`src/rtl/lut_arbiter.sv`:
```
// lut_arbiter: two-requester round-robin arbiter in front of one shared,
// single-outstanding LUT port. A granted request is captured, issued to the
// LUT, and its result is buffered and returned to the owning requester.
module lut_arbiter #(
  parameter int NEURON_NUM    = 6,
  parameter int LUT_ADDR_SIZE = 10,
  parameter int LUT_WIDTH     = 9
) (
  input  logic                            clk,
  input  logic                            rst,
  // requester A
  input  logic [NEURON_NUM*LUT_ADDR_SIZE-1:0] a_inputs,
  input  logic                            a_inputs_valid,
  output logic                            a_inputs_ready,
  output logic [NEURON_NUM*LUT_WIDTH-1:0] a_outputs,
  output logic                            a_outputs_valid,
  input  logic                            a_outputs_ready,
  // requester B
  input  logic [NEURON_NUM*LUT_ADDR_SIZE-1:0] b_inputs,
  input  logic                            b_inputs_valid,
  output logic                            b_inputs_ready,
  output logic [NEURON_NUM*LUT_WIDTH-1:0] b_outputs,
  output logic                            b_outputs_valid,
  input  logic                            b_outputs_ready,
  // shared lut
  output logic [NEURON_NUM*LUT_ADDR_SIZE-1:0] lut_inputs,
  output logic                            lut_inputs_valid,
  input  logic                            lut_inputs_ready,
  input  logic [NEURON_NUM*LUT_WIDTH-1:0] lut_outputs,
  input  logic                            lut_outputs_valid,
  output logic                            lut_outputs_ready,
  // status
  output logic                            busy,
  output logic [15:0]                     a_count,
  output logic [15:0]                     b_count
);

  localparam int ADDR_BITS = NEURON_NUM * LUT_ADDR_SIZE;
  localparam int RES_BITS  = NEURON_NUM * LUT_WIDTH;

  typedef enum logic [1:0] {IDLE, ISSUE, WAIT, DELIVER} state_t;
  typedef enum logic {OWN_A, OWN_B} owner_t;

  state_t               r_state;
  state_t               w_state_next;
  owner_t               r_owner;
  owner_t               r_last_owner;
  logic [ADDR_BITS-1:0] r_addr;
  logic [RES_BITS-1:0]  r_res;
  logic [15:0]          r_a_count;
  logic [15:0]          r_b_count;

  logic w_grant_a;
  logic w_grant_b;
  logic w_accept;
  logic w_owner_done;

  // Round-robin: a lone requester wins; on a tie the one not served last wins.
  assign w_grant_a = a_inputs_valid && (!b_inputs_valid || (r_last_owner == OWN_B));
  assign w_grant_b = b_inputs_valid && (!a_inputs_valid || (r_last_owner == OWN_A));
  assign w_accept  = (r_state == IDLE) && (w_grant_a || w_grant_b);

  assign w_owner_done = (r_state == DELIVER) &&
                        ((r_owner == OWN_A) ? a_outputs_ready : b_outputs_ready);

  // Result buses and lut address come straight from registers, so there is
  // no combinational path from the lut result port to either requester.
  assign a_outputs  = r_res;
  assign b_outputs  = r_res;
  assign lut_inputs = r_addr;
  assign busy       = (r_state != IDLE);
  assign a_count    = r_a_count;
  assign b_count    = r_b_count;

  // Next-state and handshake decode for the single-transaction FSM.
  always_comb begin
    // NOTE: every output of this block gets a default first, so no path can
    // leave one unassigned and infer a latch.
    w_state_next      = r_state;
    a_inputs_ready    = 1'b0;
    b_inputs_ready    = 1'b0;
    lut_inputs_valid  = 1'b0;
    lut_outputs_ready = 1'b0;
    a_outputs_valid   = 1'b0;
    b_outputs_valid   = 1'b0;
    case (r_state)
      IDLE: begin
        a_inputs_ready = w_grant_a;
        b_inputs_ready = w_grant_b;
        if (w_grant_a || w_grant_b) w_state_next = ISSUE;
      end
      ISSUE: begin
        lut_inputs_valid = 1'b1;
        if (lut_inputs_ready) w_state_next = WAIT;
      end
      WAIT: begin
        lut_outputs_ready = 1'b1;
        if (lut_outputs_valid) w_state_next = DELIVER;
      end
      DELIVER: begin
        a_outputs_valid = (r_owner == OWN_A);
        b_outputs_valid = (r_owner == OWN_B);
        if (w_owner_done) w_state_next = IDLE;
      end
      default: w_state_next = IDLE;
    endcase
  end

  // State register, captured address/result, ownership and completion counts.
  always_ff @(posedge clk) begin
    // NOTE: non-blocking assignments here, so every register samples the
    // pre-edge values regardless of statement order.
    if (rst) begin
      r_state      <= IDLE;
      r_owner      <= OWN_A;
      r_last_owner <= OWN_B;
      r_addr       <= '0;
      r_res        <= '0;
      r_a_count    <= '0;
      r_b_count    <= '0;
    end else begin
      r_state <= w_state_next;
      if (w_accept) begin
        r_owner <= w_grant_a ? OWN_A : OWN_B;
        r_addr  <= w_grant_a ? a_inputs : b_inputs;
      end
      if ((r_state == WAIT) && lut_outputs_valid) begin
        r_res <= lut_outputs;
      end
      if (w_owner_done) begin
        r_last_owner <= r_owner;
        if (r_owner == OWN_A) r_a_count <= r_a_count + 16'd1;
        else                  r_b_count <= r_b_count + 16'd1;
      end
    end
  end

endmodule

```
`config.mk`:
```
export PLATFORM = sky130hd
export DESIGN_NAME = lut_arbiter
export DESIGN_NICKNAME = d
export VERILOG_FILES = /design/src/rtl/lut_arbiter.sv
export SDC_FILE = /design/constraint.sdc
export NUM_CORES = 1
export LEC_CHECK = 0
export ABC_CLOCK_PERIOD_IN_PS = 1700
export BUFFER_PORTS_ARGS = -buffer_cell sky130_fd_sc_hd__buf_2
export CAP_MARGIN = 15
export CORE_AREA = 2 2 152 154
export CTS_CLUSTER_SIZE = 28
export DETAILED_ROUTE_END_ITERATION = 10
export DIE_AREA = 0 0 154 156
export GPL_ROUTABILITY_DRIVEN = 1
export PLACE_DENSITY = 0.63
export SYNTH_ARGS = -nofsm -noshare
export SYNTH_HDL_FRONTEND = slang
export SYNTH_SLANG_ARGS = --single-unit
export TNS_END_PERCENT = 20
```
`constraint.sdc`:
```
create_clock -name clk -period 1.7 [get_ports clk]
set_input_delay 0.085 -clock clk [delete_from_list [all_inputs] [get_ports clk]]
set_output_delay 0.085 -clock clk [all_outputs]
set_load 0.1 [all_outputs]
```
==> summary.txt <==
Run status
  • Outcome: finished, final reports clean

Power and ir drop
  • PnR Total Power: 0.0185 W
  • Leakage: 4.93 nW
  • P per Cell Area: 1800 nW/um^2
  • Max VDD drop: 0.00111 V

Logic synthesis
  • Largest family of logic cells by synthesized area: simple AND/OR/NAND/NOR gates
  • Post-synthesis cell type count: 37
  • Compound-Gate Fraction of Synth Area: 13.7%
  • Synthesized Nets: 944
  • Sequential area share after synthesis: 45.8%
  • Adder-cell area share of the yosys netlist: 1.14%
  • Yosys reg bits: 150
  • Simple-gate portion of the synthesized area: 17.4%
  • Ys Warns: 0
  • Avg Cell Area, Syn: 8.68 sq um
  • Xor and xnor area share after synthesis: 2.27%
  • Synthesized area: 6560 sq um
  • Cells after Synth: 756
  • Multiplexer share of the synthesized area: 9.93%

Die
  • Die H: 156 um
  • Die Width: 154 um
  • Core ar.: 22400 sq um
  • DIE AREA: 24000 sq um
  • # rows: 55
  • Initial Util: 29.3%
  • Io pins: 389

Global routing
  • Initial antenna violation count: 0
  • First-pass GRT wire length: 31100 um
  • GRT Util Overall: 16.3%
  • Number of global-route vias before repair: 5972
  • Pin count of the biggest net entering global routing: 76
  • Total congestion overflow: 0

Min path
  • Hold Path Class: in -> reg
  • Min-delay src: a_inputs[2]

Detailed routing
  • Vias post-DR: 6597
  • Post-route DRC: 0
  • Initial DRC Count: 288
  • DR pass1 iterations: 4
  • Avg Vias per Cell: 4.51
  • Antenna Nets Post-Route: 0
  • Overall routed net length: 21300 um
  • Drt wl/cell: 14.6 um

Layout
  • Nets: 1353
  • Commonest cells after routing, fill and taps aside: buf_2, dfxtp_1, nand2_1
  • Leading cell type in the layout, fill and taps excluded: buf_2
  • Final core utilization: 46.1%
  • # diodes: 0
  • Area Overhead vs Synth: 57.0%
  • Fraction of layout cells with a size suffix above 1: 43.9%
  • Non-filler instance count after layout: 1463
  • Fill cells: 2162

STA
  • Unrepaired setup endpoints after global routing: yes
  • Fin crit period: 1.69 ns
  • Setup tns final: 0 ns
  • FMAX: 0.592 GHz
  • Final number of setup-violating endpoints: 0
  • Fin crit share: 99.4%
  • Final hold vios: 0
  • Clock skew: 0.00956 ns
  • Slew Limit Fails: 0
  • Max_slew headroom: 64.2%
  • Measured slew at the worst slew-check pin: 0.541 ns

Worst setup path
  • CP startpoint: r_state[0]
  • Crit path max fanout: 18
  • RR Startpoint: r_state[0]
  • Element type at the critical path start: flop
  • Crit path capture type: flop
  • Worst path arrival time: 2.01 ns
  • Worst R2R End: lut_inputs[1]
  • Worst-case reg-to-reg path depth: 10
  • Crit path kind: reg -> reg
  • Setup slack, reg-to-reg: 0.01 ns
  • Setup crit end: lut_inputs[1]
  • Worst Path Required: 2.02 ns

Clocking
  • Clk pin slew, worst setup/hold paths: 0.06 ns
  • Clk_lat worst skew: 0.41 ns
  • H-tree depth reported by CTS: 4
  • Max clock buf depth: 2
  • Clk Tree Root Cell: clkbuf_16
  • CTS sink count: 150
  • Number of buffers created by CTS: 17
  • CTS tree: built

Place
  • Port-buffer cells: 388
  • Hpwl dp: 15400 um
  • Inst Count DP: 1360
  • GP Congestion: 0.796

Run
  • Maxcap violations: 0
==> per-stage QoR <==
step / hold WS, ns / instance area (sq um) / setup slack, ns
global route: 0.00242 / 10300 / -0.0746
global placement: 0.325 / 8850 / 0.00444
floorplan: 0.221 / 6680 / -0.419
CTS: 0.000254 / 10200 / -0.0147
finish: 0.0188 / 10300 / 0.0103
detailed placement: 0.331 / 8850 / -0.0768
==> worst min-delay path by stage <==
stage,cells past startpoint,endpoint
after floorplan,2,a_outputs[0]
after global placement,3,a_outputs[20]
after detailed placement,3,a_outputs[25]
after CTS,3,lut_inputs[29]
after global routing,3,lut_inputs[54]
final,3,lut_inputs[2]
==> power by group <==
part / internal (W) / switching [W]
combinational: 0.00205 / 0.00790
clock: 0.00245 / 0.00152
sequential: 0.00419 / 0.000398
total: 0.00869 / 0.00982
==> kinds of logic after synthesis <==
| family | count (synthesis) |
|---|---|
| buf+inv | 114 |
| simple gates | 260 |
| mux | 65 |
| flops | 150 |
| compound gates | 144 |
| xor+xnor | 17 |
| fa+ha+maj | 6 |
==> area by class of cell <==
class	count	area, sq um	share of cell area (%)
timing repair buffer	494	3150	30.6
clock buffer	22	475	4.62
clock inverter	10	144	1.40
multi-input combinational	492	3050	29.6
inverter	10	43.8	0.425
sequential	150	3080	29.9
tap	285	357	3.46
==> what timing repair did <==
item / CTS / global route
setup buffers: 1 / 2
resized for setup: 9 / 13
hold buffers: 66 / 0
gates cloned: 0 / 2
hold endpoints to repair: 64 / 0
setup endpoints to repair: 61 / 63
pin swaps: 3 / 17
==> flip-flops by register name (all words and copies together), names as in the netlist <==
name          cells
lut_inputs       60
a_count          16
r_owner           1
r_state           2
b_count          16
r_last_owner      1
a_outputs        54
==> worst max-delay path, stage by stage, from the launching register on <==
cell and delay, ns:
dfxtp_2 0.33, buf_6 0.12, inv_4 0.05, ha_4 0.15
clkinvlp_4 0.10, buf_6 0.12, nor2_4 0.13, buf_12 0.17
buf_12 0.15, nor2_1 0.05, a211oi_1 0.21
==> cells in the mapped netlist (all sizes together) <==
cell     number  area share [%]
dfxtp       150              46
nand2       117             6.7
nor2         89             5.1
a21oi        67             5.1
buf          67             7.1
mux2i        64             9.8
a211oi       61             7.0
clkbuf       37             2.1
nand3        12            0.92
inv          10            0.57
o21ai        10            0.76
xnor2         9             1.2
or3           8            0.76
xor2          8             1.1
nand4         7            0.90
ha            6             1.1
nor3          5            0.38
nor2b         4            0.38
and2          3            0.29
and4          3            0.40
nor4          3            0.29
and3          2            0.19
o31ai         2            0.23
or4           2            0.23
a2111oi       1            0.23
a211o         1            0.13
a21o          1            0.11
a31o          1            0.13
mux2          1            0.17
nand2b        1           0.095
nand3b        1            0.17
nand4b        1            0.36
nor3b         1            0.11
or2           1            0.13
==> per-layer routing <==
metal	vias up	track usage, %	routed length, um
li1	3363	-	-
met1	2935	18.7	8550
met2	276	29.8	10900
met3	23	4.11	1480
met4	0	5.34	352
met5	-	0	0
No activity file was read; power rests on OpenSTA's default activity.
